$ cat config.mk
export PLATFORM = sky130hd
export DESIGN_NAME = bin2bcd_seq
export DESIGN_NICKNAME = d
export VERILOG_FILES = /design/src/rtl/bcd_pkg.sv /design/src/rtl/bcd_digit_adj.sv /design/src/rtl/bin2bcd_seq.sv
export SDC_FILE = /design/constraint.sdc
export NUM_CORES = 1
export LEC_CHECK = 0
export CAP_MARGIN = 10
export CORE_UTILIZATION = 33
export DETAILED_ROUTE_END_ITERATION = 8
export HOLD_SLACK_MARGIN = 0.12
export SLEW_MARGIN = 0
export SYNTH_ARGS = -nofsm -noshare
export SYNTH_HDL_FRONTEND = slang
export SYNTH_HIERARCHICAL = 1
export SYNTH_SLANG_ARGS = --single-unit
$ cat constraint.sdc
create_clock -name i_clk -period 1.5 [get_ports i_clk]
set_input_delay 0.225 -clock i_clk [delete_from_list [all_inputs] [get_ports i_clk]]
set_output_delay 0.225 -clock i_clk [all_outputs]
set_load 0.05 [all_outputs]
$ cat src/rtl/bcd_pkg.sv
// bcd_pkg: shared types, constants and helpers for the sequential binary-to-BCD converter.
package bcd_pkg;

    typedef enum logic [1:0] {IDLE, SHIFT, DONE} bcd_state_t;

    localparam int BCD_DIGIT_W = 4;

    function automatic logic [BCD_DIGIT_W-1:0] bcd_add3(input logic [BCD_DIGIT_W-1:0] d);
        return (d >= 4'd5) ? d + 4'd3 : d;
    endfunction

    function automatic int cnt_w(input int n);
        return $clog2(n + 1);
    endfunction

endpackage

$ cat src/rtl/bcd_digit_adj.sv
// bcd_digit_adj: combinational add-3 correction applied to every digit of the BCD working register.
module bcd_digit_adj
    import bcd_pkg::*;
#(
    parameter int DIGITS = 3
) (
    input  logic [BCD_DIGIT_W*DIGITS-1:0] bcd_i,
    output logic [BCD_DIGIT_W*DIGITS-1:0] bcd_o
);

    for (genvar g = 0; g < DIGITS; g++) begin : g_dig
        assign bcd_o[g*BCD_DIGIT_W +: BCD_DIGIT_W] = bcd_add3(bcd_i[g*BCD_DIGIT_W +: BCD_DIGIT_W]);
    end

endmodule

$ cat src/rtl/bin2bcd_seq.sv
// bin2bcd_seq: iterative double-dabble converter, one shift-add-3 step per cycle,
// start/busy/done handshake, result held between conversions.
module bin2bcd_seq
    import bcd_pkg::*;
#(
    parameter int BIN_W  = 8,
    parameter int DIGITS = 3
) (
    input  logic                          i_clk,
    input  logic                          i_rst_n,
    input  logic                          i_start,
    input  logic [BIN_W-1:0]              i_bin,
    output logic                          o_busy,
    output logic                          o_done,
    output logic [BCD_DIGIT_W*DIGITS-1:0] o_bcd
);

    localparam int CW = cnt_w(BIN_W);
    localparam int BW = BCD_DIGIT_W * DIGITS;

    if (BIN_W < 1) begin : g_bad_w
        $error("BIN_W must be at least 1");
    end
    if (10 ** DIGITS <= 2 ** BIN_W - 1) begin : g_bad_d
        $error("DIGITS too small to represent 2**BIN_W-1");
    end

    bcd_state_t        state_q, state_d;
    logic [CW-1:0]     cnt_q, cnt_d;
    logic [BIN_W-1:0]  bin_q, bin_d;
    logic [BW-1:0]     work_q, work_d;
    logic [BW-1:0]     bcd_q, bcd_d;
    logic [BW-1:0]     adj;
    logic [BW+BIN_W-1:0] sh;

    bcd_digit_adj #(.DIGITS(DIGITS)) u_adj (
        .bcd_i (work_q),
        .bcd_o (adj)
    );

    always_comb begin
        state_d = state_q;
        cnt_d   = cnt_q;
        bin_d   = bin_q;
        work_d  = work_q;
        bcd_d   = bcd_q;
        sh      = {adj, bin_q} << 1;
        if (state_q == SHIFT) begin
            {work_d, bin_d} = sh;
            cnt_d = cnt_q - CW'(1);
            if (cnt_q == CW'(1)) begin
                state_d = DONE;
                bcd_d   = sh[BW+BIN_W-1:BIN_W];
            end
        end else if (i_start) begin
            // DONE accepts like IDLE so held-high start gives back-to-back conversions
            bin_d   = i_bin;
            work_d  = '0;
            cnt_d   = CW'(BIN_W);
            state_d = SHIFT;
        end else begin
            state_d = IDLE;
        end
    end

    always_ff @(posedge i_clk or negedge i_rst_n) begin
        if (!i_rst_n) begin
            state_q <= IDLE;
            cnt_q   <= '0;
            bin_q   <= '0;
            work_q  <= '0;
            bcd_q   <= '0;
        end else begin
            state_q <= state_d;
            cnt_q   <= cnt_d;
            bin_q   <= bin_d;
            work_q  <= work_d;
            bcd_q   <= bcd_d;
        end
    end

    assign o_busy = (state_q == SHIFT);
    assign o_done = (state_q == DONE);
    assign o_bcd  = bcd_q;

endmodule

---- After elaboration in Yosys (flattened, before gate mapping) ----
Cells that the tools add are included.
word-level totals
  register bits after elaboration ......... 38
  output and inout bits ................... 14
  bits of input ports ..................... 11
  logic and storage cells ................. 30
operators by class
  $lt $le $gt $ge ......................... 3
  multiplexer cells ....................... 12
  add/subtract/negate cells ............... 4
  equality and inequality tests ........... 4
  reduce and logical (&&, ||, !) cells .... 2
operator list
  kind                                                               number
  two-way mux 12 bit                                                 2
  two-way mux 4 bit                                                  4
  two-way mux 8 bit                                                  2
  greater-or-equal comparator 4 x 3 -> 1 bit, second input constant  3
  adder 4 x 2 -> 4 bit, second input constant                        2
  equality test 4 x 1 -> 1 bit, second input constant                1
  two-way mux 2 bit                                                  2
  subtractor 4 x 1 -> 4 bit, second input constant                   1
  adder 3 x 2 -> 3 bit, second input constant                        1
  two-way mux 3 bit                                                  1
  equality test 2 x 1 -> 1 bit, second input constant                1
  equality test 2 bit, second input constant                         1
  != test 2 x 1 -> 1 bit, second input constant                      1
  AND reduction 2 bit                                                1
  nonzero test 2 bit                                                 1
  two-way mux 1 bit                                                  1

---- Depth between registers and ports, before layout ----
  depth in word-level cells ............... 3
  depth in mapped cells ................... 7
  mapped depth without buffers ............ 7

---- Cells and area by module ----
The synthesis kept the hierarchy.
modules (own cells, without submodules)
  module         area each (um^2)  instances  cells each  sequential area each (um^2)
  bin2bcd_seq    1650.3            1          140         950.9
  bcd_digit_adj  304.0             1          48          0.0

---- Worst setup path after synthesis ----
Ideal clock, no wire load.
  path type ............................... reg-to-reg
  from .................................... register state_q[1]
  to ...................................... register bin_q[0]
  setup time .............................. 156 ps
  path buffers ............................ 1
  arrival ................................. 1331 ps
  path slack .............................. 12 ps
  clock period less this slack ............ 1488 ps
  cell stages (with the launch flop) ...... 5
  required time ........................... 1344 ps
  cells stage by stage .................... dfrtp_1 -> nand2b_4 -> inv_6 -> clkbuf_1 -> nor2_1
on the way
  longest elaborated chain between the ends .. 2
  elaborated cells between the ends (all ways) .. 3
  classes of those cells .................. eq/ne: 1; mux: 1; reduce/logical: 1
ends and longest elaborated chain
  element                                                         line               RTL
  start: declaration                                              bin2bcd_seq.sv:28  bcd_state_t state_q, state_d;
  start signal: assignment                                        bin2bcd_seq.sv:74  state_q <= state_d;
  equality test 2 x 1 -> 1 bit *                                  -
  via o_busy                                                      bin2bcd_seq.sv:13  output logic o_busy,
  two-way mux 8 bit / nonzero test 2 bit (equally long branches)  -
  end signal: assignment                                          bin2bcd_seq.sv:76  bin_q <= bin_d;
  end: declaration                                                bin2bcd_seq.sv:30  logic [BIN_W-1:0] bin_q, bin_d;
The timed path passes the listed nets; every way through them passes the cells marked *.
A chain may end at the register's enable or synchronous reset.

---- Final worst setup path ----
  from .................................... register work_q[8]
  to ...................................... register bcd_q[10], in the netlist o_bcd[10]
on the way
  longest elaborated chain between the ends .. 2
  elaborated cells between the ends (all ways) .. 3
  classes of those cells .................. add/sub: 1; order compare: 1; mux: 1
ends and longest elaborated chain
  element                                                                                    line               RTL
  start: declaration                                                                         bin2bcd_seq.sv:31  logic [BW-1:0] work_q, work_d;
  start signal: assignment                                                                   bin2bcd_seq.sv:77  work_q <= work_d;
  greater-or-equal comparator 4 x 3 -> 1 bit / adder 3 x 2 -> 3 bit (equally long branches)  bcd_pkg.sv:9       return (d >= 4'd5) ? d + 4'd3 : d;
  two-way mux 3 bit *                                                                        bcd_pkg.sv:9
  via adj[9]                                                                                 bin2bcd_seq.sv:33  logic [BW-1:0] adj;
  end signal: assignment                                                                     bin2bcd_seq.sv:72  bcd_q <= '0;
  end signal: assignment                                                                     bin2bcd_seq.sv:78  bcd_q <= bcd_d;
  end: declaration                                                                           bin2bcd_seq.sv:32  logic [BW-1:0] bcd_q, bcd_d;
Marked as above.

==> impl_metrics.py <==
metrics = {
    "setup_path": {
        "path_buf_inv": 0,
        "crit_path_max_incr_delay_ps": 430,
        "r2r_start": "work_q[8]",
        "required_ps": 1680,
        "slowest_stage": "dfrtp_1",
        "path_delay_family": "flip-flops",
        "crit_chain": "ha_2 > nand2b_1 > a21oi_2 > mux2i_1 > mux2_4",
        "r2r-end": "o_bcd[10]",
        "start_kind": "register",
        "cp-end-kind": "register",
        "ff2ff_setup_slack_ps": 60,
        "crit_type": "register to register",
        "worstPathArrival_ps": 1620,
        "cp_max_fo": 4,
        "reg2reg_depth": 5,
    },
    "worst_hold_path": {
        "min_from": "bin_q[3]",
        "hp-class": "register to register",
        "holdPathEnd": "bin_q[4]",
        "hold_path_depth": 2,
    },
    "detailed_routing": {
        "drtAntennaViolNets": 0,
        "routed_wl_um": 3573,
        "vias": 1356,
        "drt_iter0_drc": 56,
        "drc": 0,
        "drtPass1Iterations": 4,
        "viasPerCell": 4.676,
        "post_drt_wl_per_cell_um": 12.32,
    },
    "global_route": {
        "overflow": 0,
        "grt_pass1_vias": 1379,
        "grt_pass1_wl_um": 6175,
        "antenna_found_initial": 0,
        "track_usage_pct": 12.81,
        "grt_start_max_net_pins": 39,
    },
    "sta": {
        "fmax_mhz": 693.0,
        "finalSetupTns_ps": 0,
        "final.min_clock_period_ps": 1443,
        "hold_violations": 0,
        "period_share_pct": 96.20,
        "setup_viol": 0,
        "relSlewSlack_pct": 67.54,
        "worstMarginPinSlew_ps": 486.8,
        "drv_slew": 0,
        "finClkSkew_ps": 5.884,
        "setup_ws_ps": 56.97,
    },
    "floorplan": {
        "num_rows": 27,
        "die_area_um2": 6172,
        "die_h_um": 78.56,
        "start_util_pct": 34.70,
        "die_w_um": 78.56,
        "ios": 25,
        "core_um2": 5574,
    },
    "layout": {
        "fin_area_um2": 2556,
        "final_nets": 236,
        "n_antenna_cell": 0,
        "drive_gt1_share_pct": 27.52,
        "area_growth_pct": 32.15,
        "nFillCells": 528,
    },
    "clock_network": {
        "cts_max_path_buffers": 2,
        "cts_tree": "yes",
        "cts_made_buffers": 5,
        "cts_sinks": 38,
        "cts-htree-levels": 2,
        "cts-root-buf": "clkbuf_8",
        "clock_latency_ps": 290,
        "clk_pin_slew_ps": 80,
    },
    "power_and_ir_drop": {
        "p_per_area_nw_per_um2": 2440,
        "peakVddDrop_mv": 0.7202,
        "power.leakage_nw": 1.256,
    },
    "placement": {
        "io_buffers": 24,
        "dp_slack_ps": 21.31,
        "placed_area_um2": 2335,
        "post-dp-hpwl_um": 2175,
        "gp_congestion": 0.7606,
    },
    "synth": {
        "syn_nets": 203,
        "yosysWarnings": 6,
        "avgSynthCellArea_um2": 10.51,
        "synthCells": 184,
        "syn_area_um2": 1934,
    },
    "status": {
        "outcome": "completed",
    },
    "run": {
        "max_cap_violations": 0,
    },
}
## state kept, by name (all words and copies together) (netlist names)
| name | cells |
|---|---|
| bin_q | 8 |
| cnt_q | 4 |
| o_bcd | 12 |
| state_q | 2 |
| work_q | 12 |
## layer usage
metal / track usage (%) / wire length (um) / vias up
li1: - / - / 679
met1: 14.68 / 1702 / 654
met2: 22.70 / 1725 / 17
met3: 3.140 / 86 / 6
met4: 5.000 / 58 / 0
met5: 0 / 0 / -
## worst register-to-register path: stages (launching register included)
cell	delay [ps]
dfrtp_1	430
ha_2	180
nand2b_1	140
a21oi_2	190
mux2i_1	120
mux2_4	270
## how the worst max path moves through the flow
stage	start	to	cells past startpoint
final	work_q[8]	o_bcd[10]	5
after global routing	work_q[8]	o_bcd[9]	6
after CTS	work_q[0]	o_bcd[2]	5
after detailed placement	work_q[0]	o_bcd[2]	5
after global placement	work_q[5]	o_bcd[6]	6
after floorplan	state_q[1]	bin_q[0]	4
## cell usage in the layout, fill, tap and decap left out, drive strengths merged
cell type,n
buf,23
nor2b,1
nor2,5
inv,10
a21o,1
clkdlybuf4s50,9
dfrtp,38
clkbuf,6
nand3b,12
nand2b,6
xnor2,3
or3,1
and3,1
mux2,13
o21a,1
a21oi,3
nor3,5
clkinv,2
dlygate4sd3,1
mux2i,12
nand2,43
nand3,1
bufinv,1
ha,8
o21ai,12
## through the flow
step | total power [mW] | util (%) | hold slack, ps | std cells
6_report | 6.236 | 45.86 | 483.7 | 290
3_3_place_gp | 5.013 | 41.89 | 319.2 | 277
2_1_floorplan | 4.003 | - | -70.59 | 184
5_1_grt | 6.735 | 45.86 | 521.5 | 290
4_1_cts | 5.940 | 44.02 | 486.7 | 286
3_5_place_dp | 5.055 | 41.89 | 311.6 | 277
## timing repair
| item | CTS | global route |
|---|---|---|
| resized for setup | 0 | 13 |
| buffers inserted | 0 | 3 |
| hold endpoints to repair | 38 | 0 |
| hold buffers | 1 | 0 |
| endpoints found under the setup margin | 0 | 10 |
## power by group
group | switching (mW) | leakage (nW) | total [mW] | internal (mW)
registers | 0.373 | 0.479 | 1.86 | 1.49
logic | 1.88 | 0.720 | 3.51 | 1.63
clock network | 0.378 | 0.0579 | 0.868 | 0.490
total | 2.63 | 1.26 | 6.24 | 3.61
## final cells by class
cell class | count | area, um2 | area share, %
sequential | 38 | 952.2 | 37.25
multi-input combinational | 128 | 947.2 | 37.05
timing repair buffer | 34 | 415.4 | 16.25
tap | 72 | 90.09 | 3.524
clock buffer | 5 | 68.82 | 2.692
inverter | 10 | 42.54 | 1.664
clock inverter | 3 | 40.04 | 1.566
Power figures use the tool's default switching activity.
